`config.mk`:
```
export PLATFORM = sky130hd
export DESIGN_NAME = fv_bank_stream_ctrl
export DESIGN_NICKNAME = d
export VERILOG_FILES = /design/src/rtl/fv_bank_stream_ctrl.sv
export SDC_FILE = /design/constraint.sdc
export NUM_CORES = 1
export LEC_CHECK = 0
export CAP_MARGIN = 30
export CORE_AREA = 2 2 219 221
export DETAILED_ROUTE_END_ITERATION = 8
export DIE_AREA = 0 0 221 223
export DONT_BUFFER_PORTS = 1
export GPL_ROUTABILITY_DRIVEN = 0
export SYNTH_ARGS = -nofsm -noshare
export SYNTH_HDL_FRONTEND = slang
export SYNTH_SLANG_ARGS = --single-unit
```
`constraint.sdc`:
```
create_clock -name clk -period 7.5 [get_ports clk]
set_clock_uncertainty 0.2 [all_clocks]
set_input_delay 0.75 -clock clk [delete_from_list [all_inputs] [get_ports clk]]
set_output_delay 0.75 -clock clk [all_outputs]
set_load 0.005 [all_outputs]
```
`src/rtl/fv_bank_stream_ctrl.sv`:
```
// fv_bank_stream_ctrl
//   Feature-vector bank controller. Accepts write bursts into one single-port
//   FV SRAM bank, queues read requests, and streams each queued FV word by
//   word to the tagged Edge PE with valid/ready backpressure and sos/eos
//   framing.
//
// Ports
//   clk, reset                 clock, synchronous active-high reset
//   num_fv                     words per FV, captured when a request is queued
//   wr_valid/ready/sos/eos     write word handshake and burst framing
//   wr_addr, wr_data           write address / data
//   rd_req_valid/ready         read request handshake (ready = queue has room)
//   rd_req_addr, rd_req_pe_tag FV start address and destination PE
//   sram_cen/wen/a/d, sram_q   SRAM port; sram_q valid one cycle after sram_cen
//   out_valid/ready/sos/eos    output stream handshake and FV framing
//   out_pe_tag, out_data       destination tag and FV word
//   busy                       FSM active, requests queued, or word on output
//   stall_cnt                  (FVB_STALL_CNT_EN only) saturating count of
//                              cycles with out_valid & !out_ready
//
// Build option: define FVB_STALL_CNT_EN to add the stall_cnt port/counter.
//
// state  | meaning
// IDLE   | free; starts a write burst, else pops a request and issues word 0
// WRITE  | write burst in progress, every wr_valid word goes to the SRAM
// STREAM | issuing the remaining reads of the current FV, one per cycle
// DRAIN  | all reads issued; waiting for in-flight data and skid FIFO to empty

module fv_bank_stream_ctrl #(
  parameter int FV_W       = 128,
  parameter int ADDR_W     = 8,
  parameter int NUM_PE     = 4,
  parameter int MAX_FV_LEN = 16,
  parameter int REQ_DEPTH  = 4,
  parameter int PE_W       = $clog2(NUM_PE),
  parameter int LEN_W      = $clog2(MAX_FV_LEN) + 1
) (
  input  logic              clk,
  input  logic              reset,
  input  logic [LEN_W-1:0]  num_fv,
  input  logic              wr_valid,
  output logic              wr_ready,
  input  logic              wr_sos,
  input  logic              wr_eos,
  input  logic [ADDR_W-1:0] wr_addr,
  input  logic [FV_W-1:0]   wr_data,
  input  logic              rd_req_valid,
  output logic              rd_req_ready,
  input  logic [ADDR_W-1:0] rd_req_addr,
  input  logic [PE_W-1:0]   rd_req_pe_tag,
  output logic              sram_cen,
  output logic              sram_wen,
  output logic [ADDR_W-1:0] sram_a,
  output logic [FV_W-1:0]   sram_d,
  input  logic [FV_W-1:0]   sram_q,
  output logic              out_valid,
  input  logic              out_ready,
  output logic              out_sos,
  output logic              out_eos,
  output logic [PE_W-1:0]   out_pe_tag,
  output logic [FV_W-1:0]   out_data,
  output logic              busy
`ifdef FVB_STALL_CNT_EN
  ,
  output logic [31:0]       stall_cnt
`endif
);

  localparam int QA = $clog2(REQ_DEPTH);        // REQ_DEPTH >= 2
  localparam int QW = ADDR_W + PE_W + LEN_W;
  localparam int EW = FV_W + 2 + PE_W;
  localparam logic [LEN_W-1:0] MAX_LEN = LEN_W'(MAX_FV_LEN);
  localparam logic [LEN_W-1:0] ONE_LEN = LEN_W'(1);

  typedef enum logic [1:0] {S_IDLE, S_WRITE, S_STREAM, S_DRAIN} state_t;
  state_t state, state_nxt;

  // request queue
  logic [QW-1:0]     q_mem [REQ_DEPTH];
  logic [QA:0]       q_wptr, q_rptr;
  logic              q_empty, q_full, q_push, q_pop;
  logic [LEN_W-1:0]  len_in;
  logic [QW-1:0]     q_head;
  logic [ADDR_W-1:0] h_addr;
  logic [PE_W-1:0]   h_tag;
  logic [LEN_W-1:0]  h_len;

  // read issue / stream tracking
  logic [ADDR_W-1:0] rd_addr, iss_addr;
  logic [LEN_W-1:0]  rem;                       // reads still to issue
  logic [PE_W-1:0]   cur_tag, iss_tag;
  logic              rd_issue, iss_sos, iss_eos, ld_stream, wen;
  logic              infl_vld, infl_sos, infl_eos;
  logic [PE_W-1:0]   infl_tag;

  // 2-entry output skid FIFO
  logic [EW-1:0]     sk_mem [2];
  logic              sk_wptr, sk_rptr;
  logic [1:0]        sk_cnt;
  logic [EW-1:0]     sk_head;
  logic              out_pop, can_issue;
  logic [2:0]        occ;

  assign len_in  = (num_fv == '0)     ? ONE_LEN :
                   (num_fv > MAX_LEN) ? MAX_LEN : num_fv;
  assign q_empty = (q_wptr == q_rptr);
  assign q_full  = (q_wptr[QA] != q_rptr[QA]) && (q_wptr[QA-1:0] == q_rptr[QA-1:0]);
  assign q_head  = q_mem[q_rptr[QA-1:0]];
  assign h_addr  = q_head[QW-1 -: ADDR_W];
  assign h_tag   = q_head[LEN_W +: PE_W];
  assign h_len   = q_head[LEN_W-1:0];
  assign rd_req_ready = !q_full || q_pop;
  assign q_push  = rd_req_valid && rd_req_ready;

  assign out_valid = (sk_cnt != 2'd0);
  assign out_pop   = out_valid && out_ready;
  assign sk_head   = sk_mem[sk_rptr];
  // Occupancy the FIFO will have once everything already issued lands;
  // a new read may only go out if it is guaranteed a slot.
  assign occ       = {1'b0, sk_cnt} + {2'b00, infl_vld} - {2'b00, out_pop};
  assign can_issue = (occ < 3'd2);

  assign out_data   = out_valid ? sk_head[EW-1 -: FV_W] : '0;
  assign out_sos    = out_valid && sk_head[PE_W+1];
  assign out_eos    = out_valid && sk_head[PE_W];
  assign out_pe_tag = out_valid ? sk_head[PE_W-1:0] : '0;

  assign wr_ready = (state == S_IDLE) || (state == S_WRITE);
  assign sram_wen = wen;
  assign sram_cen = rd_issue;
  assign sram_a   = wen ? wr_addr : (rd_issue ? iss_addr : '0);
  assign sram_d   = wen ? wr_data : '0;
  assign busy     = (state != S_IDLE) || !q_empty || out_valid;

  always_comb begin
    state_nxt = state;
    q_pop     = 1'b0;
    rd_issue  = 1'b0;
    iss_addr  = rd_addr;
    iss_sos   = 1'b0;
    iss_eos   = 1'b0;
    iss_tag   = cur_tag;
    ld_stream = 1'b0;
    wen       = 1'b0;
    case (state)
      S_IDLE: begin
        if (wr_valid && wr_sos) begin
          wen = 1'b1;
          if (!wr_eos) state_nxt = S_WRITE;
        end else if (!q_empty && can_issue) begin
          // word 0 goes out in the pop cycle to hit the T+1 read slot
          q_pop     = 1'b1;
          rd_issue  = 1'b1;
          ld_stream = 1'b1;
          iss_addr  = h_addr;
          iss_sos   = 1'b1;
          iss_eos   = (h_len == ONE_LEN);
          iss_tag   = h_tag;
          state_nxt = (h_len == ONE_LEN) ? S_DRAIN : S_STREAM;
        end
      end
      S_WRITE: begin
        if (wr_valid) begin
          wen = 1'b1;
          if (wr_eos) state_nxt = S_IDLE;
        end
      end
      S_STREAM: begin
        if (can_issue) begin
          rd_issue = 1'b1;
          iss_eos  = (rem == ONE_LEN);
          if (rem == ONE_LEN) state_nxt = S_DRAIN;
        end
      end
      S_DRAIN: begin
        if (sk_cnt == 2'd0 && !infl_vld) state_nxt = S_IDLE;
      end
      default: state_nxt = S_IDLE;
    endcase
  end

  always_ff @(posedge clk) begin
    if (reset) begin
      state    <= S_IDLE;
      q_wptr   <= '0;
      q_rptr   <= '0;
      rd_addr  <= '0;
      rem      <= '0;
      cur_tag  <= '0;
      infl_vld <= 1'b0;
      infl_sos <= 1'b0;
      infl_eos <= 1'b0;
      infl_tag <= '0;
      sk_wptr  <= 1'b0;
      sk_rptr  <= 1'b0;
      sk_cnt   <= 2'd0;
    end else begin
      state <= state_nxt;
      if (q_push) q_wptr <= q_wptr + 1'b1;
      if (q_pop)  q_rptr <= q_rptr + 1'b1;
      if (ld_stream) begin
        rd_addr <= h_addr + 1'b1;
        rem     <= h_len - 1'b1;
        cur_tag <= h_tag;
      end else if (rd_issue) begin
        rd_addr <= rd_addr + 1'b1;   // wraps modulo 2^ADDR_W
        rem     <= rem - 1'b1;
      end
      infl_vld <= rd_issue;
      infl_sos <= iss_sos;
      infl_eos <= iss_eos;
      infl_tag <= iss_tag;
      if (infl_vld) sk_wptr <= ~sk_wptr;
      if (out_pop)  sk_rptr <= ~sk_rptr;
      sk_cnt <= sk_cnt + {1'b0, infl_vld} - {1'b0, out_pop};
    end
  end

  always_ff @(posedge clk) begin
    if (q_push)   q_mem[q_wptr[QA-1:0]] <= {rd_req_addr, rd_req_pe_tag, len_in};
    if (infl_vld) sk_mem[sk_wptr] <= {sram_q, infl_sos, infl_eos, infl_tag};
  end

`ifdef FVB_STALL_CNT_EN
  always_ff @(posedge clk) begin
    if (reset)
      stall_cnt <= '0;
    else if (out_valid && !out_ready && stall_cnt != 32'hFFFF_FFFF)
      stall_cnt <= stall_cnt + 32'd1;
  end
`endif

endmodule
```
# Yosys cells after proc, flatten, opt, wreduce, memory -nomap -nowiden

Memory sizes are Yosys's and may differ from the RTL's. A register that Yosys moved wholly into a read port is not among the register bits.
Cells that the tools add are included.

Memories kept: 2
RAM bits: 324
Input bits: 286
Output and inout port bits: 274
Bits in registers: 32

Bitwise logic cells: 2
Add/subtract/negate cells: 10
Eq/ne operators: 15
Order comparisons: 2
Muxes and demuxes: 47
Reductions and logical operators: 22

Memories:

| memory | words | bits a word | read ports | clocked after Yosys merged registers in | wr ports | RTL line | RTL |
|---|---|---|---|---|---|---|---|
| sk_mem | 2     | 132         | 1          | 1                                       | 1        | 97       | `logic [EW-1:0] sk_mem [2];` |
| q_mem  | 4     | 15          | 1          | 1                                       | 1        | 79       | `logic [QW-1:0] q_mem [REQ_DEPTH];` |

Operators with widths:

| kind                | count |
|---|---|
| $mux 128            | 2 |
| $mux 8              | 7 |
| $mux 2              | 14 |
| $mux 5              | 4 |
| $add 8x1->8 const B | 2 |
| $mux 1              | 16 |
| $eq 5x1->1 const B  | 2 |
| $ne 2x2->1 const B  | 5 |
| $sub 5x1->5 const B | 2 |
| $logic_and 1x1->1   | 8 |
| $pmux 2 s4          | 1 |
| $reduce_and 7->1    | 1 |
| $add 3x1->3 const B | 2 |
| $pmux 1 s2          | 3 |
| $reduce_bool 2->1   | 3 |
| $gt 5x5->1 const B  | 1 |
| $logic_not 5->1     | 1 |
| $eq 2x2->1 const B  | 2 |
| $logic_not 2->1     | 2 |
| $logic_or 1x1->1    | 4 |
| $add 2x1->3         | 1 |
| $eq 3x3->1          | 1 |
| $logic_not 1->1     | 3 |
| $lt 3x2->1 const B  | 1 |
| other kinds (9)     | 10 |

# Depth between registers and ports, before layout

Gate-level depths: netlist of run 1.

Depth in word-level cells: 12
Depth in mapped cells: 20

# Worst setup path after synthesis of run 1

No wires, ideal clock.

Path type: flip-flop to flip-flop
Start: register infl_vld
End: memory sk_mem[0][0] (netlist name), enable pin
Arrival time: 6,184 ps
Buffers on the path: 0
Stages on the path, launching flop included: 2
Slack: 475 ps
Data required time: 6,659 ps
Cells stage by stage: dfxtp_1 -> nor2b_1

Word-level cells in the longest chain between the ends: 2

RTL lines:

| element                      | RTL line | RTL |
|---|---|---|
| start, declared              | 93       | `logic infl_vld, infl_sos, infl_eos;` |
| start signal, assigned       | 209      | `infl_vld <= rd_issue;` |
| $mux 1                       | 221      | `if (infl_vld) sk_mem[sk_wptr] <= {sram_q, infl_sos, infl_eos, infl_tag};` |
| $mux 1 (implied by the code) | 221      |  |
| end, declared                | 97       |  |

No other way between the ends.

# Worst setup path after layout of run 1

Start: register sk_cnt[1]
End: output port sram_a[7]

Word-level cells in the longest chain between the ends: 10
Elaborated cells on any way between the ends: 15
Those cells by class: add/sub: 2; order compare: 1; mux: 9; reduce/logical: 3

RTL lines:

| element                                     | RTL line | RTL |
|---|---|---|
| start, declared                             | 99       | `logic [1:0] sk_cnt;` |
| start signal, assigned                      | 215      | `sk_cnt <= sk_cnt + {1'b0, infl_vld} - {1'b0, out_pop};` |
| $reduce_bool 2->1 (*)                       | 115      | `assign out_valid = (sk_cnt != 2'd0);` |
| net out_valid                               | 56       | `output logic out_valid,` |
| $logic_and 1x1->1 (*)                       | 116      | `assign out_pop = out_valid && out_ready;` |
| net out_pop                                 | 101      | `logic out_pop, can_issue;` |
| $sub 3x1->3 (*)                             | 120      | `assign occ = {1'b0, sk_cnt} + {2'b00, infl_vld} - {2'b00, out_pop};` |
| $lt 3x2->1 (*)                              | 121      | `assign can_issue = (occ < 3'd2);` |
| $logic_and 1x1->1                           | 150      | `end else if (!q_empty && can_issue) begin` |
| $mux 1 / $mux 8 (equally long branches)     | 150      |  |
| $mux 1 / $mux 8 (equally long branches)     | 147      | `if (wr_valid && wr_sos) begin` |
| $pmux 1 s2 / $mux 8 (equally long branches) | 145      | `case (state)` |
| $mux 8 (*) (2 in a row)                     | 131      | `assign sram_a = wen ? wr_addr : (rd_issue ? iss_addr : '0);` |
| end, declared                               | 53       | `output logic [ADDR_W-1:0] sram_a,` |

The timed path passes the listed nets; every way through them passes the cells marked *.

==> Flow_metrics.wiki, run 1 <==
{| class="wikitable"
! Metric !! Value
|-
| Flip-flop and latch count after synthesis || between 300 and 400
|-
| Area of the core || 47,150 µm²
|-
| Global-route wire length before repair || 61.74 mm
|-
| Via Count || around 8,500
|-
| Iter 0 DRT Violations || around 590
|-
| Clock slew at the register clock pins of the worst setup and hold paths || 60 ps
|-
| Compound-Gate Fraction of Synth Area || 0.02602
|-
| Input/output buffers || 0
|-
| Die Y-Extent || ~220 µm
|-
| Clock network latency to the later pin of the worst-skew pair || 550 ps
|-
| Share of synthesized area occupied by flip-flops and latches || 0.6931
|-
| Simple-gate portion of the synthesized area || 0.1232
|-
| Worst hold-check path type || input port to flop
|-
| Synth area leaders || sky130_fd_sc_hd__edfxtp_1 (65%), sky130_fd_sc_hd__mux2i_1 (8.9%), sky130_fd_sc_hd__and2_1 (5.7%)
|-
| Half-perimeter wire length after detailed placement || 34.06 mm
|-
| Measured slew at the worst slew-check pin || ~1000 ps
|-
| Critical path start-end classification || flop to output pin
|-
| Tightest slew margin relative to the limit || 0.3476
|-
| Arrival @ worst endpoint || 4220 ps
|-
| Post-synthesis instance area || 15,050 µm²
|-
| Count of buffers added by post-CTS timing repair for setup || 0
|-
| H-tree depth || 2
|-
| Maximum number of pins on one net before global-route repair || 122
|-
| Static leakage || 0.005520 µW
|-
| Tcrit/Tclk final || 0.6891
|-
| TritonCTS clock tree || done
|-
| Setup repair after global routing missed its margin || false
|-
| I/O pin cnt || 560
|-
| Syn_nets || 1,334
|-
| Final TNS setup || 0 ps
|-
| Final net count || ~1,300
|-
| Area growth from synthesis to layout || 13.49%
|-
| Num CTS Buffers || 40
|-
| Effective utilization at floorplan || 0.3192
|-
| Clock tree root buffer cell || sky130_fd_sc_hd__clkbuf_16
|-
| EDFF count, synth || 324
|-
| Highest attainable clock frequency || 193.5 MHz
|-
| Number of slew-limit violations in the final report || 0
|-
| Total global-route track usage || 0.1749
|-
| Top FF cell, synth || sky130_fd_sc_hd__edfxtp_1
|-
| Cell taking the most area after synthesis || sky130_fd_sc_hd__edfxtp_1
|-
| Overall overflow remaining after global route || 0
|-
| Peak ir drop on the vdd network || 0.3282 mV
|-
| Number of instances resized during post-cts repair || 0
|-
| Final hold vios || 0
|-
| Detailed-route DRC error count || 0
|-
| Detail-routed via count per cell || about 5.0
|-
| Post-synth top cells || sky130_fd_sc_hd__edfxtp_1 (324), sky130_fd_sc_hd__nor2_1 (156), sky130_fd_sc_hd__and2_1 (136)
|-
| Clock tree buffer depth || 3
|-
| Largest family of logic cells by synthesized area || simple AND/OR/NAND/NOR gates
|-
| ANT nets after route || 0
|-
| Share of synthesized cell area in full adder, half adder and majority cells || 0.01131
|-
| PwrDens || 362.1 nW/µm²
|-
| Max-capacitance violation count || 0
|-
| Data required time at the worst endpoint || approximately 6600 ps
|-
| Run status || finished clean
|-
| Min cycle time layout || 5168 ps
|-
| Die area || a little under 50,000 µm²
|-
| Most common cell in the netlist || sky130_fd_sc_hd__edfxtp_1
|-
| Final routed wire length divided by cell count || ~27 µm
|-
| Placement row count || 80
|-
| Overall routed net length || approximately 45 mm
|-
| Number of optimization iterations in the first detailed-route pass || 5
|-
| Width of the die || 221 µm
|-
| Post-Synth XOR/XNOR Area || 0.01330
|-
| Unique cell type count in the Yosys netlist || 59
|-
| Number of buffers inserted for hold repair after clock tree synthesis || 0
|-
| Gate count after technology mapping || 1,035
|-
| Startpoint kind of the worst setup timing path || flop
|-
| Area fraction of the dominant cell type after synthesis || 0.6465
|-
| Multiplexer fraction of the synthesized cell area || 0.1131
|-
| Max Fanout on Critical Path || 14
|-
| Antenna violations before repair || 45
|-
| Share of cells above drive strength 1 || 0.1034
|-
| Number of warnings printed during yosys synthesis || 0
|-
| Capturing element type of the critical path || output pin
|-
| Overall power of the completed layout || 6184 µW
|-
| Clk sink count || 359
|-
| Synthesized area divided by synthesized cell count || 14.54 µm²
|-
| Synth async-reset ratio || 0
|-
| Vias in the first global route || 8,120
|-
| Setup violation total in the final timing report || 0
|}
==> per-layer routing <==
layer  vias up  GRT usage  part of all wire
met3       108     0.1389              0.17
met2       436     0.2475              0.43
met5         -          0            0.0060
li1       3761          -                 -
met1      4151     0.1998              0.37
met4        42    0.05412             0.026
==> final cells by class <==
class	instances	area, µm²
timing repair buffer	11	130.1
fill	4438	30070
tap	615	769.5
clock buffer	55	1099
antenna	19	47.55
clock inverter	19	191.4
multi-input combinational	603	4343
sequential	359	10430
inverter	17	63.81
==> path summary, 6_finish.rpt <==
path | from | end | slack, ps | cells past startpoint
worst min-delay path | reset | rd_addr[2] | 60 | 1
worst max-delay path | sk_cnt[1] | sram_a[7] | 2330 | 13
worst max register to register | sk_cnt[1] | rd_addr[2] | 2950 | 17
worst min register to register | infl_tag[1] | sk_mem[0][1] | 230 | 0
==> cell families (layout without fill, tap and decap cells) <==
kind of cell             after synthesis  after routing
AO/OA/AOI/OAI                         51             51
flip-flops                           359            359
buffers and inverters                 73            102
other                                  0             19
multiplexers                         151            151
AND/OR/NAND/NOR                      366            366
adder cells (fa/ha/maj)               13             13
XOR/XNOR                              22             22
==> cells in the final DEF (no fill, tap or decap), types with 3 or more instances in the layout <==
master,instances
sky130_fd_sc_hd__a211oi_1,7
sky130_fd_sc_hd__a21oi_1,14
sky130_fd_sc_hd__a22o_1,3
sky130_fd_sc_hd__a31oi_1,4
sky130_fd_sc_hd__and2_1,135
sky130_fd_sc_hd__buf_4,8
sky130_fd_sc_hd__clkbuf_1,12
sky130_fd_sc_hd__clkbuf_16,41
sky130_fd_sc_hd__clkinv_2,7
sky130_fd_sc_hd__dfxtp_1,34
sky130_fd_sc_hd__diode_2,19
sky130_fd_sc_hd__edfxtp_1,324
sky130_fd_sc_hd__ha_1,12
sky130_fd_sc_hd__inv_1,15
sky130_fd_sc_hd__inv_6,3
sky130_fd_sc_hd__mux2i_1,134
sky130_fd_sc_hd__mux4_2,15
sky130_fd_sc_hd__nand2_1,32
sky130_fd_sc_hd__nand3_1,11
sky130_fd_sc_hd__nand4_1,4
sky130_fd_sc_hd__nor2_1,155
sky130_fd_sc_hd__nor2b_1,4
sky130_fd_sc_hd__o21ai_0,4
sky130_fd_sc_hd__xnor2_1,14
sky130_fd_sc_hd__xor2_1,7
==> flip-flops by register name, indices dropped and copies added, names as in the netlist, named ones only <==
name,count
q_mem,60
infl_vld,1
q_rptr,3
rd_addr,8
sk_rptr,1
infl_eos,1
rem,5
cur_tag,2
infl_tag,2
state,2
q_wptr,3
sk_mem,264
sk_cnt,2
infl_sos,1
sk_wptr,1
==> report_power, final <==
group / switching (µW) / internal, µW / leakage, µW
logic: 1080 / 537 / 0.00165
registers: 158 / 2510 / 0.00324
clock network: 792 / 1110 / 0.000629
==> worst max-delay path: stages (launching register included) <==
cell and delay, ps:
sky130_fd_sc_hd__dfxtp_1 500, sky130_fd_sc_hd__nor2_4 50, sky130_fd_sc_hd__inv_1 130, sky130_fd_sc_hd__and2_1 190, sky130_fd_sc_hd__ha_1 240, sky130_fd_sc_hd__inv_1 70, sky130_fd_sc_hd__ha_1 140, sky130_fd_sc_hd__inv_1 50
sky130_fd_sc_hd__fa_1 460, sky130_fd_sc_hd__xor2_2 230, sky130_fd_sc_hd__or3_1 590, sky130_fd_sc_hd__nor2_4 400, sky130_fd_sc_hd__mux2_1 410, sky130_fd_sc_hd__a22o_1 210
==> through the flow <==
stage	hold slack, ps	setup WS, ps	area [µm²]	util	cells
after global placement	218.8	2888	15670	0.3324	1602
after global routing	25.67	2131	17060	0.3618	1689
after detailed placement	232.1	2842	15710	0.3333	1604
after CTS	18.77	2312	17000	0.3606	1678
final	64.68	2332	17080	0.3622	1698
after floorplan	203.7	475.1	15050	-	1035
(Power assumes the default switching activity.)
==> run 2, diff against run 1 <==
clock period = 4.7 ns   (was 7.5 ns; I/O delays follow)
==> run 2 against run 1 <==
  * Combinational power rose by 79%
  * Die area unchanged
  * Sequential share of layout area is 4.9 points lower
  * Sequential power is 59% higher
  * Final cell count increased by 8.5%
  * Non-clock buffer count grew 150
  * Worst setup slack got worse by 2100 ps
  * Sequential cell count unchanged
  * First-iteration DRC count is 7.5% higher
  * Final area increased by 8.8%
  * Via count increased by 6.0%
  * Critical path type unchanged
  * Critical endpoint unchanged
==> Flow_metrics.wiki, run 2 (synthesized netlist as in run 1, its figures left out) <==
{| class="wikitable"
! Metric !! Value
|-
| Post-Layout Inst Area || 18,580 µm² (+8.8%)
|-
| Half-perimeter wire length after detailed placement || 32.40 mm (-4.9%)
|-
| Vias in the first global route || 8,739 (+7.6%)
|-
| Startpoint kind of the worst setup timing path || flop
|-
| TritonCTS clock tree || done
|-
| Final hold slack || 64.47 ps (-0.2100 ps)
|-
| Input/output buffers || 0 (unchanged)
|-
| H-tree depth || 2 (unchanged)
|-
| Commonest non-fill, non-tap cells in the layout || sky130_fd_sc_hd__edfxtp_1 (324), sky130_fd_sc_hd__nor2_1 (155), sky130_fd_sc_hd__dlygate4sd3_1 (140), sky130_fd_sc_hd__and2_1 (135), sky130_fd_sc_hd__mux2i_1 (133)
|-
| Arrival @ worst endpoint || 3820 ps (-400 ps)
|-
| Area growth from synthesis to layout || 23.47%
|-
| Placement row count || 80 (unchanged)
|-
| Overall routed net length || 44.64 mm (-0.91%)
|-
| Measured slew at the worst slew-check pin || 992.9 ps (+14.24 ps)
|-
| Static leakage || 0.006153 µW (+11%)
|-
| Iter 0 DRT Violations || 633 (+7.5%)
|-
| Area taken by flip-flops and latches || 10,440 µm² (about the same)
|-
| Highest attainable clock frequency || around 220 MHz
|-
| Die Y-Extent || 223 µm (unchanged)
|-
| Total global-route track usage || 0.1730 (-0.001881)
|-
| Clock tree buffer depth || 3 (unchanged)
|-
| I/O pin cnt || 560 (unchanged)
|-
| Run status || finished clean
|-
| Critical path start-end classification || flop to output pin
|-
| Overall overflow remaining after global route || 0 (unchanged)
|-
| Clk sink count || 359 (unchanged)
|-
| Flip-flop count of the largest register, all copies and words added || 264 (unchanged)
|-
| Setup ws final || 211.9 ps (-2120 ps)
|-
| Final hold vios || 0 (unchanged)
|-
| Data required time at the worst endpoint || 4030 ps (-2520 ps)
|-
| Detailed-route DRC error count || 0 (unchanged)
|-
| Via Count || 9,005 (+6.0%)
|-
| Num CTS Buffers || 40 (unchanged)
|-
| Final TNS setup || 0 ps (unchanged)
|-
| Area of placed instances || 15,750 µm² (+0.21%)
|-
| Clock tree root buffer cell || sky130_fd_sc_hd__clkbuf_16
|-
| Area of the core || 47,150 µm² (unchanged)
|-
| Final routed wire length divided by cell count || 24.22 µm (-8.7%)
|-
| Detail-routed via count per cell || 4.886 (-2.4%)
|-
| Clock network latency to the later pin of the worst-skew pair || 540 ps (about the same)
|-
| ANT nets after route || 0 (unchanged)
|-
| Antenna violations before repair || 25 (-44%)
|-
| Share of cells above drive strength 1 || 0.1006 (-0.002806)
|-
| Number of slew-limit violations in the final report || 0 (unchanged)
|-
| Min cycle time layout || around 4500 ps
|-
| Effective utilization at floorplan || 0.3192 (unchanged)
|-
| Register-to-Register Path Depth || 13 (-4)
|-
| Tightest slew margin relative to the limit || 0.3381 (-0.009493)
|-
| Width of the die || 221 µm (unchanged)
|-
| Area of the multi-input gates || 4352 µm² (+0.20%)
|-
| Die area || 49,280 µm² (unchanged)
|-
| Clock slew at the register clock pins of the worst setup and hold paths || 60 ps (about the same)
|-
| Final net count || 1,481 (+11%)
|-
| Setup repair after global routing missed its margin || false
|-
| Peak ir drop on the vdd network || 0.4153 mV (+27%)
|-
| Number of optimization iterations in the first detailed-route pass || 4 (-1)
|-
| Worst hold-check path type || input port to flop
|-
| Capturing element type of the critical path || output pin
|-
| Finished Core Util || 0.3941 (+0.03187)
|-
| Fill cell total of the finished layout || 4,380 (-1.3%)
|-
| Global-route wire length before repair || 62.92 mm (+1.9%)
|-
| Setup violation total in the final timing report || 0 (unchanged)
|-
| Leading cell type in the layout, fill and taps excluded || sky130_fd_sc_hd__edfxtp_1
|-
| Maximum number of pins on one net before global-route repair || 138 (+13%)
|-
| Cell count of the worst hold path || 3 (+2)
|-
| Post-place setup slack || 214.5 ps (-2627 ps)
|-
| PwrDens || 547.1 nW/µm² (+51%)
|-
| Largest register by flop count || sk_mem
|-
| Max-capacitance violation count || 0 (unchanged)
|-
| Max Fanout on Critical Path || 5 (-9)
|-
| Tcrit/Tclk final || 0.9549
|}
run 2: path summary, 6_finish.rpt:
check,from,to,slack (ps)
setup / recovery,sk_cnt[1],sram_a[7],210
setup reg to reg,sk_cnt[1],q_mem[1][12],580
hold reg to reg,infl_tag[0],sk_mem[1][0],230
hold / removal,wr_sos,state[1],60
run 2: layer usage:
layer	routed length, µm	part of all wire	vias up	global-route usage
li1	-	-	4056	-
met1	19210	0.43	4469	0.2342
met2	19580	0.44	387	0.2442
met3	4714	0.11	79	0.07928
met4	1044	0.023	14	0.05867
met5	89	0.0020	-	0
run 2: final cells by class:
cell class	count	share of cell area
flip-flops and latches	359	0.5618
multi-input cells	603	0.2342
repair buffers	161	0.08741
clock buffers	51	0.05838
well taps	615	0.04141
clock inverters	22	0.01138
inverters	17	0.003434
diodes	15	0.002020
run 2: what timing repair did:
action                                  CTS  global route
buffers inserted                          3             3
hold buffers                            140             0
endpoints found under the hold margin   346             0
pin swaps                                 1             1
resized for setup                         2             3
cloned                                    0             0
endpoints found under the setup margin    3             3
run 2: per-stage QoR:
stage,total power [µW],cells
floorplan,6233,1035
global placement,6955,1607
detailed placement,6999,1607
CTS,10230,1823
global route,10710,1836
finish,10170,1843
run 2: power breakdown:
part	internal, µW	total (µW)	switching (µW)
logic	1020	2880	1850
registers	4000	4240	239
clock network	1810	3040	1230
run 2: worst max-delay path, stage by stage, from the launching register on:
cell,delay [ps]
sky130_fd_sc_hd__dfxtp_4,370
sky130_fd_sc_hd__nor2_4,90
sky130_fd_sc_hd__inv_1,100
sky130_fd_sc_hd__and2_1,210
sky130_fd_sc_hd__ha_1,270
sky130_fd_sc_hd__inv_1,60
sky130_fd_sc_hd__ha_1,130
sky130_fd_sc_hd__inv_1,50
sky130_fd_sc_hd__fa_1,470
sky130_fd_sc_hd__xor2_2,240
sky130_fd_sc_hd__or3_4,430
sky130_fd_sc_hd__nor2_4,140
sky130_fd_sc_hd__buf_4,150
sky130_fd_sc_hd__mux2_1,360
sky130_fd_sc_hd__a22o_1,210
==> run 3, diff against run 2 <==
CORE_AREA = 8 8 213 215   (was 2 2 219 221)
==> run 3 against run 2 <==
  * Clock-buffer cell count is 4 lower
  * Worst setup slack better by 58 ps
  * Routed wire length is 3.4% higher
  * Maximum frequency is 1.3% higher
  * Largest cell class unchanged
  * Highest routed layer unchanged
==> Flow_metrics.wiki, run 3 (synthesized netlist as in run 1, its figures left out) <==
{| class="wikitable"
! Metric !! Value
|-
| Run status || finished clean
|-
| Total instance count after detailed placement || 1,542 (-4.0%)
|-
| Most used cell, CP || sky130_fd_sc_hd__inv_1
|-
| Placement row count || 76 (-5.0%)
|-
| TritonCTS clock tree || done
|-
| Data required time at the worst endpoint || 4030 ps (about the same)
|-
| Master of the slowest instance on the critical path || sky130_fd_sc_hd__fa_1
|-
| Max Fanout on Critical Path || 7 (+2)
|-
| Clock tree buffer depth || 3 (unchanged)
|-
| Global-route wire length before repair || 65.98 mm (+4.9%)
|-
| Fill cell total of the finished layout || 3,758 (-14%)
|-
| Final hold vios || 0 (unchanged)
|-
| Max-capacitance violation count || 0 (unchanged)
|-
| Share of cells above drive strength 1 || 0.09339 (-0.007189)
|-
| I/O pin cnt || 560 (unchanged)
|-
| Via Count || 9,117 (+1.2%)
|-
| Final routed wire length divided by cell count || 26.04 µm (+7.5%)
|-
| Ordered list of cells on the worst path || nor2_4, inv_1, and2_1, ha_1, inv_1, ha_1, inv_1, fa_1, inv_1, or3_1, nor2_4, mux2_1, a22o_1
|-
| Final net count || 1,480 (-0.068%)
|-
| Highest attainable clock frequency || 225.7 MHz (+1.3%)
|-
| Commonest non-fill, non-tap cells in the layout || sky130_fd_sc_hd__edfxtp_1 (324), sky130_fd_sc_hd__nor2_1 (155), sky130_fd_sc_hd__dlygate4sd3_1 (140), sky130_fd_sc_hd__and2_1 (135), sky130_fd_sc_hd__mux2i_1 (134)
|-
| Largest register by flop count || sk_mem
|-
| Area of placed instances || 15,690 µm² (-0.36%)
|-
| Effective utilization at floorplan || 0.3556 (+0.03643)
|-
| Startpoint kind of the worst setup timing path || flop
|-
| Die area || 49,280 µm² (unchanged)
|-
| Detail-routed via count per cell || 5.145 (+5.3%)
|-
| Area of the core || 42,320 µm² (-10%)
|-
| Clock tree root buffer cell || sky130_fd_sc_hd__clkbuf_16
|-
| Launching element of the worst setup path || sk_cnt[1]
|-
| Die Y-Extent || 223 µm (unchanged)
|-
| Final Instance Count excl. Fillers || 1,772 (-3.9%)
|-
| Critical path start-end classification || flop to output pin
|-
| Arrival @ worst endpoint || 3760 ps (-60 ps)
|-
| Final TNS setup || 0 ps (unchanged)
|-
| Num CTS Buffers || 39 (-2.5%)
|-
| Worst hold-check path type || input port to flop
|-
| Leading cell type in the layout, fill and taps excluded || sky130_fd_sc_hd__edfxtp_1
|-
| Area growth from synthesis to layout || 22.27%
|-
| Overall routed net length || 46.14 mm (+3.4%)
|-
| Tcrit/Tclk final || 0.9426 (-0.01235)
|-
| Overall overflow remaining after global route || 0 (unchanged)
|-
| Min-Delay Startpoint || wr_valid
|-
| Maximum number of pins on one net before global-route repair || 133 (-3.6%)
|-
| Detailed-route DRC error count || 0 (unchanged)
|-
| H-tree depth || 2 (unchanged)
|-
| Clk sink count || 359 (unchanged)
|-
| Clock network latency to the later pin of the worst-skew pair || 540 ps (about the same)
|-
| Crit Reg-Reg Startpoint || sk_cnt[1]
|-
| Setup ws final || 269.9 ps (+58.03 ps)
|-
| Peak ir drop on the vdd network || 0.4231 mV (+1.9%)
|-
| Delay of the slowest critical-path stage || 560 ps (+90 ps)
|-
| Number of slew-limit violations in the final report || 0 (unchanged)
|-
| Vias in the first global route || 9,270 (+6.1%)
|-
| Capturing element type of the critical path || output pin
|-
| Post-place setup slack || 351.3 ps (+136.8 ps)
|-
| Min cycle time layout || 4430 ps (-58.03 ps)
|-
| PwrDens || 541.6 nW/µm² (-1.0%)
|-
| Setup repair after global routing missed its margin || false
|-
| Setup violation total in the final timing report || 0 (unchanged)
|-
| Total global-route track usage || 0.1768 (+0.003730)
|-
| Number of optimization iterations in the first detailed-route pass || 5 (+1)
|-
| Flip-flop count of the largest register, all copies and words added || 264 (unchanged)
|-
| Iter 0 DRT Violations || 684 (+8.1%)
|-
| Input/output buffers || 0 (unchanged)
|-
| Half-perimeter wire length after detailed placement || 33.57 mm (+3.6%)
|-
| Post-Layout Inst Area || 18,400 µm² (-0.97%)
|-
| Tightest slew margin relative to the limit || 0.3499 (+0.01181)
|-
| Width of the die || 221 µm (unchanged)
|-
| Clock slew at the register clock pins of the worst setup and hold paths || 60 ps (about the same)
|-
| Measured slew at the worst slew-check pin || 975.2 ps (-17.71 ps)
|-
| Antenna violations before repair || 30 (+20%)
|-
| ANT nets after route || 0 (unchanged)
|-
| Static leakage || 0.006124 µW (-0.46%)
|}
## run 3: changes by cell type in the layout (fill, tap and decap cells not counted), sizes merged
cell / previous run / this run
clkinvlp: 4 / 1
bufinv: 3 / 1
clkinv: 13 / 19
clkbuf: 51 / 47
diode: 15 / 16
## run 3: worst max-delay path, delay by kind of cell (launching register included)
kind | cells | cell delay [ps]
buf+inv | 4 | 310
simple gates | 4 | 970
mux | 1 | 380
flops | 1 | 360
fa+ha+maj | 3 | 970
compound gates | 1 | 210
## run 3: final cells by class
class                   instances  area [µm²]  area share
flip-flops and latches        359       10440      0.5671
multi-input cells             603        4343      0.2360
inverters                      17       63.81    0.003468
well taps                     546       683.2     0.03713
clock buffers                  47        1049     0.05698
clock inverters                23       150.1    0.008160
repair buffers                161        1637     0.08894
diodes                         16       40.04    0.002176
## run 3: worst paths after layout
path | endpoint | slack, ps | cells past startpoint
worst max-delay path | sram_a[7] | 270 | 13
worst min-delay path | state[0] | 60 | 3
worst max register to register | rd_addr[2] | 530 | 17
worst min register to register | sk_mem[1][3] | 240 | 0
## run 3: repair_timing
item | CTS | global route
setup endpoints to repair | 0 | 4
resized for setup | 0 | 1
hold endpoints to repair | 346 | 0
buffers inserted | 0 | 2
hold buffers | 140 | 0
## run 3: through the flow
step | hold slack, ps | util | power, µW
6_report | 55.35 | 0.4348 | 9965
5_1_grt | 37.60 | 0.4343 | 10480
4_1_cts | 9.778 | 0.4322 | 10050
3_5_place_dp | 236.4 | 0.3708 | 7010
3_3_place_gp | 215.3 | 0.3708 | 6973
2_1_floorplan | 203.7 | - | 6233
## run 3: routing by layer
metal | wire [µm] | vias up | track usage
met1 | 19650 | 4538 | 0.2221
met4 | 591 | 16 | 0.02798
li1 | - | 4050 | -
met2 | 20550 | 434 | 0.2652
met3 | 5252 | 79 | 0.1036
met5 | 100 | - | 0
## run 3: power by group
part           switching [µW]  leakage, µW  internal (µW)
Sequential                254      0.00324           4000
Clock                    1230     0.000587           1650
Combinational            1820      0.00230           1010
